==> src/rtl/uart_rx_pkg.sv <==
// Shared types and helpers for the UART frame receiver.
package uart_rx_pkg;

  localparam int unsigned MAX_DATA_WIDTH = 32;

  localparam logic PARITY_EVEN = 1'b0;
  localparam logic PARITY_ODD  = 1'b1;

  typedef enum logic [2:0] {
    IDLE,
    START,
    DATA,
    PARITY,
    STOP
  } rx_state_t;

  // Per-frame line configuration captured when a start bit is accepted
  typedef struct packed {
    logic parity_enable;
    logic parity_type;
  } frame_cfg_t;

  // Expected parity bit for the received data word
  function automatic logic calc_parity(input logic [MAX_DATA_WIDTH-1:0] data,
                                       input logic                      parity_type);
    return (^data) ^ (parity_type == PARITY_ODD);
  endfunction

endpackage

==> src/rtl/uart_rx_bit_sampler.sv <==
// Per-bit edge counter and sample-point decode. With UART_RX_MAJORITY_EN defined,
// each bit is the 2-of-3 vote around mid-bit and the decision moves one clk later.
module uart_rx_bit_sampler
  import uart_rx_pkg::*;
#(
  parameter int unsigned PRESCALE_WIDTH = 6
) (
  input  logic                      clk,
  input  logic                      reset,
  input  logic                      run,
  input  logic                      rx,
  input  logic [PRESCALE_WIDTH-1:0] prescale,
  output logic                      sample_strobe,
  output logic                      sampled_bit,
  output logic                      bit_end
);

  logic [PRESCALE_WIDTH-1:0] edge_cnt;
  logic [PRESCALE_WIDTH-1:0] half_cnt;

  assign half_cnt = prescale >> 1;
  assign bit_end  = run && (edge_cnt == (prescale - PRESCALE_WIDTH'(1)));

  // Counter idles at zero so every frame starts on a fresh bit boundary
  always_ff @(posedge clk or posedge reset) begin
    if (reset) begin
      edge_cnt <= '0;
    end else if (!run || bit_end) begin
      edge_cnt <= '0;
    end else begin
      edge_cnt <= edge_cnt + PRESCALE_WIDTH'(1);
    end
  end

`ifdef UART_RX_MAJORITY_EN
  logic [1:0] early_q;

  always_ff @(posedge clk or posedge reset) begin
    if (reset) begin
      early_q <= 2'b11;
    end else if (run && (edge_cnt == (half_cnt - PRESCALE_WIDTH'(1)))) begin
      early_q[0] <= rx;
    end else if (run && (edge_cnt == half_cnt)) begin
      early_q[1] <= rx;
    end
  end

  assign sample_strobe = run && (edge_cnt == (half_cnt + PRESCALE_WIDTH'(1)));
  assign sampled_bit   = (early_q[0] & early_q[1]) | (early_q[0] & rx) | (early_q[1] & rx);
`else
  assign sample_strobe = run && (edge_cnt == half_cnt);
  assign sampled_bit   = rx;
`endif

endmodule

==> src/rtl/uart_rx_frame_receiver.sv <==
// UART receiver: start/data/parity/stop deserializer with level valid flag for a
// downstream synchronizer. Optional macro UART_RX_MAJORITY_EN enables 3-sample voting.
module uart_rx_frame_receiver
  import uart_rx_pkg::*;
#(
  parameter int unsigned DATA_WIDTH     = 8,
  parameter int unsigned PRESCALE_WIDTH = 6
) (
  input  logic                      clk,
  input  logic                      reset,
  input  logic                      rx_in,
  input  logic                      parity_enable,
  input  logic                      parity_type,
  input  logic [PRESCALE_WIDTH-1:0] prescale,
  output logic [DATA_WIDTH-1:0]     p_data,
  output logic                      data_valid,
  output logic                      parity_error,
  output logic                      stop_error
);

  localparam int unsigned BIT_CNT_W = $clog2(DATA_WIDTH + 1);

  logic rx_meta;
  logic rx;

  rx_state_t                 state_q, state_d;
  logic [PRESCALE_WIDTH-1:0] prescale_q, prescale_d;
  frame_cfg_t                cfg_q, cfg_d;
  logic [BIT_CNT_W-1:0]      bit_cnt_q, bit_cnt_d;
  logic [DATA_WIDTH-1:0]     shift_q, shift_d;
  logic                      bad_q, bad_d;
  logic [DATA_WIDTH-1:0]     p_data_d;
  logic                      data_valid_d;
  logic                      parity_error_d;
  logic                      stop_error_d;

  logic sample_strobe;
  logic sampled_bit;
  logic bit_end;

  // Two-flop synchronizer; idles high like the line
  always_ff @(posedge clk or posedge reset) begin
    if (reset) begin
      rx_meta <= 1'b1;
      rx      <= 1'b1;
    end else begin
      rx_meta <= rx_in;
      rx      <= rx_meta;
    end
  end

  uart_rx_bit_sampler #(
    .PRESCALE_WIDTH(PRESCALE_WIDTH)
  ) u_bit_sampler (
    .clk          (clk),
    .reset        (reset),
    .run          (state_q != IDLE),
    .rx           (rx),
    .prescale     (prescale_q),
    .sample_strobe(sample_strobe),
    .sampled_bit  (sampled_bit),
    .bit_end      (bit_end)
  );

  always_ff @(posedge clk or posedge reset) begin
    if (reset) begin
      state_q      <= IDLE;
      prescale_q   <= '0;
      cfg_q        <= '0;
      bit_cnt_q    <= '0;
      shift_q      <= '0;
      bad_q        <= 1'b0;
      p_data       <= '0;
      data_valid   <= 1'b0;
      parity_error <= 1'b0;
      stop_error   <= 1'b0;
    end else begin
      state_q      <= state_d;
      prescale_q   <= prescale_d;
      cfg_q        <= cfg_d;
      bit_cnt_q    <= bit_cnt_d;
      shift_q      <= shift_d;
      bad_q        <= bad_d;
      p_data       <= p_data_d;
      data_valid   <= data_valid_d;
      parity_error <= parity_error_d;
      stop_error   <= stop_error_d;
    end
  end

  // Frame sequencing; error flags are single-cycle pulses, data/valid hold
  always_comb begin
    state_d        = state_q;
    prescale_d     = prescale_q;
    cfg_d          = cfg_q;
    bit_cnt_d      = bit_cnt_q;
    shift_d        = shift_q;
    bad_d          = bad_q;
    p_data_d       = p_data;
    data_valid_d   = data_valid;
    parity_error_d = 1'b0;
    stop_error_d   = 1'b0;

    case (state_q)
      IDLE: begin
        if (!rx) begin
          state_d             = START;
          prescale_d          = prescale;
          cfg_d.parity_enable = parity_enable;
          cfg_d.parity_type   = parity_type;
          bad_d               = 1'b0;
          bit_cnt_d           = '0;
          data_valid_d        = 1'b0;
        end
      end
      START: begin
        if (sample_strobe && sampled_bit) begin
          state_d = IDLE;
        end else if (bit_end) begin
          state_d   = DATA;
          bit_cnt_d = '0;
        end
      end
      DATA: begin
        if (sample_strobe) begin
          shift_d   = {sampled_bit, shift_q[DATA_WIDTH-1:1]};
          bit_cnt_d = bit_cnt_q + BIT_CNT_W'(1);
        end
        if (bit_end && (bit_cnt_q == BIT_CNT_W'(DATA_WIDTH))) begin
          state_d = cfg_q.parity_enable ? PARITY : STOP;
        end
      end
      PARITY: begin
        if (sample_strobe &&
            (sampled_bit != calc_parity(MAX_DATA_WIDTH'(shift_q), cfg_q.parity_type))) begin
          parity_error_d = 1'b1;
          bad_d          = 1'b1;
        end
        if (bit_end) begin
          state_d = STOP;
        end
      end
      STOP: begin
        // Leave mid-stop-bit so a back-to-back start edge is not missed
        if (sample_strobe) begin
          state_d = IDLE;
          if (!sampled_bit) begin
            stop_error_d = 1'b1;
          end else if (!bad_q) begin
            p_data_d     = shift_q;
            data_valid_d = 1'b1;
          end
        end
      end
      default: begin
        state_d = IDLE;
      end
    endcase
  end

endmodule

==> config.mk <==
export PLATFORM = sky130hd
export DESIGN_NAME = uart_rx_frame_receiver
export DESIGN_NICKNAME = d
export VERILOG_FILES = /design/src/rtl/uart_rx_pkg.sv /design/src/rtl/uart_rx_bit_sampler.sv /design/src/rtl/uart_rx_frame_receiver.sv
export SDC_FILE = /design/constraint.sdc
export NUM_CORES = 1
export LEC_CHECK = 0
export CAP_MARGIN = 20
export CELL_PAD_IN_SITES_DETAIL_PLACEMENT = 0
export CELL_PAD_IN_SITES_GLOBAL_PLACEMENT = 1
export CORE_MARGIN = 5
export CORE_UTILIZATION = 51
export CTS_BUF_LIST = sky130_fd_sc_hd__clkbuf_4
export DETAILED_ROUTE_END_ITERATION = 16
export PLACE_DENSITY = 0.95
export SYNTH_ARGS = -nofsm -noshare
export SYNTH_HDL_FRONTEND = slang
export SYNTH_SLANG_ARGS = --single-unit
==> constraint.sdc <==
create_clock -name clk -period 3.9 [get_ports clk]
set_input_delay 0.78 -clock clk [delete_from_list [all_inputs] [get_ports clk]]
set_output_delay 0.78 -clock clk [all_outputs]
set_load 0.05 [all_outputs]
==> out/metrics.cfg <==
[worst_setup_path]
start_kind = register
crit_arrival_ps = 2750
slowest_stage = or4_4
path_class = register to register
cp-end-kind = register
max_stage_delay_ps = 610
cp_max_fo = 9
critical_path_required_ps = 4140
critical_path_buf_inv_count = 0
cp_top_family = simple AND/OR/NAND/NOR gates
crit_top_cell = or4_4
crit_chain = xor2_1, or4_4, or2_4, or4_4, mux2_4

[clock_network]
path_clk_slew_ps = 120
postCtsSetupRepairBufs = 0
hold_buffers = 0
cts-root-buf = clkbuf_4
ctsResizeCount = 0
ctsLongestPathBuffers = 2
cts_tree = done
cts.sinks = 43
clk_latency_ps = 340
h-tree-depth = 2
cts_inserted_buffers = 5

[place]
portBuffers = 21
gp_congestion = 0.904
dpl_cell_area_um2 = 2410
place_hpwl_um = 2970

[layout]
area_delta_synth_final_pct = 13.6
final_area_um2 = 2460
fillerInstances = 343
nets = 226
diodes = 0
multi_input_area_um2 = 1000
post_route_cells_drive_above_1_share_pct = 18.0
seqCellArea_um2 = 1080

[synth]
synth_area_per_cell_um2 = 11.5
syn_nets = 204
synth_cells = 189
ys_seq_elements = 43
yosys_warnings = 0
synth_cell_types = 43
ys_seq_area_share_pct = 49.8
syn_area_um2 = 2170

[global_route]
grt_usage_pct = 16.4
overflow = 0
grt_max_degree = 25
grt_pass1_wl_um = 6960
grt_antenna_before_repair = 0
first_global_vias = 1452

[sta]
hold_viol_final = 0
clock.fmax_mhz = 398
max_slew.worst_pin.slew_ps = 864
fin_crit_ps = 2510
fin_crit_sh_pct = 64.4
tns_ps = 0
clock_skew_ps = 9.08
final_max_slew_viol_count = 0
setup_viol = 0
relSlewSlack_pct = 42.4
rsz0062_at_grt = false

[floorplanning]
fp.dieArea_um2 = 5650
placementRows = 23
start_util_pct = 53.4
dieWidth_um = 75.2
io_pins = 22
die_y_um = 75.2
core_um2 = 4060

[detailed_routing]
ant_nets = 0
first_iter_violations = 126
drc = 0
wirelength_um = 3980
wl_per_cell_um = 15.2
drt-pass1-iter-count = 4
vias = 1445
vias_per_cell = 5.54

[flow_run]
cap_violations = 0

[power]
ir_drop_mv = 0.473
power.density_nw_per_um2 = 562
p_leak_nw = 1.10

[min_path]
hp-class = register to register

[status]
status = complete, no violations

==> path summary, 6_finish.rpt <==
path / from / end / slack [ps] / cells past startpoint
worst max-delay path: u_bit_sampler.edge_cnt[0] / p_data[6] / 1390 / 5
worst min-delay path: rx_meta / rx / 380 / 0
worst max register to register: u_bit_sampler.edge_cnt[0] / p_data[6] / 1390 / 5
worst min register to register: rx_meta / rx / 380 / 0
max in group asynchronous: reset / prescale_q[3] / 2220 / 3
min in group asynchronous: reset / p_data[1] / 910 / 2
==> report_power, final <==
group / switching [mW] / internal, mW
registers: 0.129 / 0.536
logic: 0.265 / 0.257
clock network: 0.130 / 0.0640
==> per-layer routing <==
layer,global-route usage (%),part of all wire (%),vias up
met4,5.24,1.2,0
met2,25.8,48,18
met3,4.01,3.1,5
li1,-,-,709
met1,22.3,48,713
met5,0,0,-
==> flip-flops by register name, indices dropped and copies added, names as in the netlist <==
register and flops:
rx_meta 1, u_bit_sampler.edge_cnt 6, cfg_q 2, p_data 8, data_valid 1, stop_error 1
rx 1, state_q 3, bit_cnt_q 4, parity_error 1, shift_q 8, prescale_q 6
bad_q 1
==> through the flow <==
stage	setup WS, ps	hold WS, ps	util, %	total power, mW	cells
global route	1330	385	60.7	1.49	261
finish	1390	376	60.7	1.38	261
floorplan	1460	345	-	1.08	189
global placement	1430	353	59.5	1.18	254
detailed placement	1400	355	59.5	1.19	254
CTS	1390	377	60.7	1.39	261
==> synth_stat cells <==
cell	n	area, um^2
nor2b_1	1	6.26
clkbuf_1	5	18.8
nor3_1	4	20.0
a21oi_1	6	30.0
or4_4	2	22.5
o31a_1	1	8.76
o21ba_2	1	10.0
or2_4	1	8.76
o2bb2ai_1	1	8.76
nand3_1	4	20.0
a31oi_1	2	12.5
mux2_4	8	120
o32ai_1	1	8.76
ha_1	4	50.1
or2_2	1	6.26
nor4_1	3	18.8
dfrtp_1	41	1030
o311ai_0	2	17.5
o211ai_1	2	15.0
buf_6	2	22.5
o211a_1	2	20.0
o31ai_1	1	7.51
xor2_1	8	70.1
nor2_1	13	48.8
nand2b_1	2	12.5
buf_2	1	5.00
o41ai_1	1	8.76
inv_1	13	48.8
or4_2	1	8.76
nand2_1	10	37.5
o221ai_1	1	8.76
mux2_2	12	135
o21a_1	1	7.51
a32oi_1	1	8.76
o21ai_0	6	30.0
a41oi_1	2	17.5
o32a_2	1	11.3
xnor3_1	1	22.5
a211oi_1	1	7.51
nand4b_1	2	17.5
nand4_1	1	6.26
dfstp_2	2	52.6
xnor2_1	14	123
==> cells in the final DEF (no fill, tap or decap), types with 2 or more instances in the layout <==
| cell type | count |
|---|---|
| dfrtp_1 | 41 |
| clkdlybuf4s50_1 | 21 |
| xnor2_1 | 14 |
| inv_1 | 13 |
| nor2_1 | 13 |
| mux2_2 | 12 |
| nand2_1 | 10 |
| xor2_1 | 8 |
| mux2_4 | 8 |
| o21ai_0 | 6 |
| a21oi_1 | 6 |
| clkbuf_4 | 5 |
| nand3_1 | 4 |
| nor3_1 | 4 |
| ha_1 | 4 |
| or4_4 | 2 |
| nor4_1 | 2 |
| nand4b_1 | 2 |
| nand2b_1 | 2 |
| o211a_1 | 2 |
| a41oi_1 | 2 |
| o311ai_0 | 2 |
| o211ai_1 | 2 |
| a31oi_1 | 2 |
| buf_4 | 2 |
| dfstp_2 | 2 |
==> kinds of logic after synthesis <==
group / synth area share (%)
fa+ha+maj: 2.31
mux: 11.8
buf+inv: 4.39
compound gates: 11.0
flops: 49.8
simple gates: 10.8
xor+xnor: 9.93
==> layout make-up <==
class / count / area share [%]
flip-flops and latches: 43 / 43.8
multi-input cells: 125 / 40.6
repair buffers: 23 / 9.15
well taps: 50 / 2.54
inverters: 13 / 1.98
clock buffers: 5 / 1.53
clock inverters: 2 / 0.356
(Power assumes the default switching activity.)
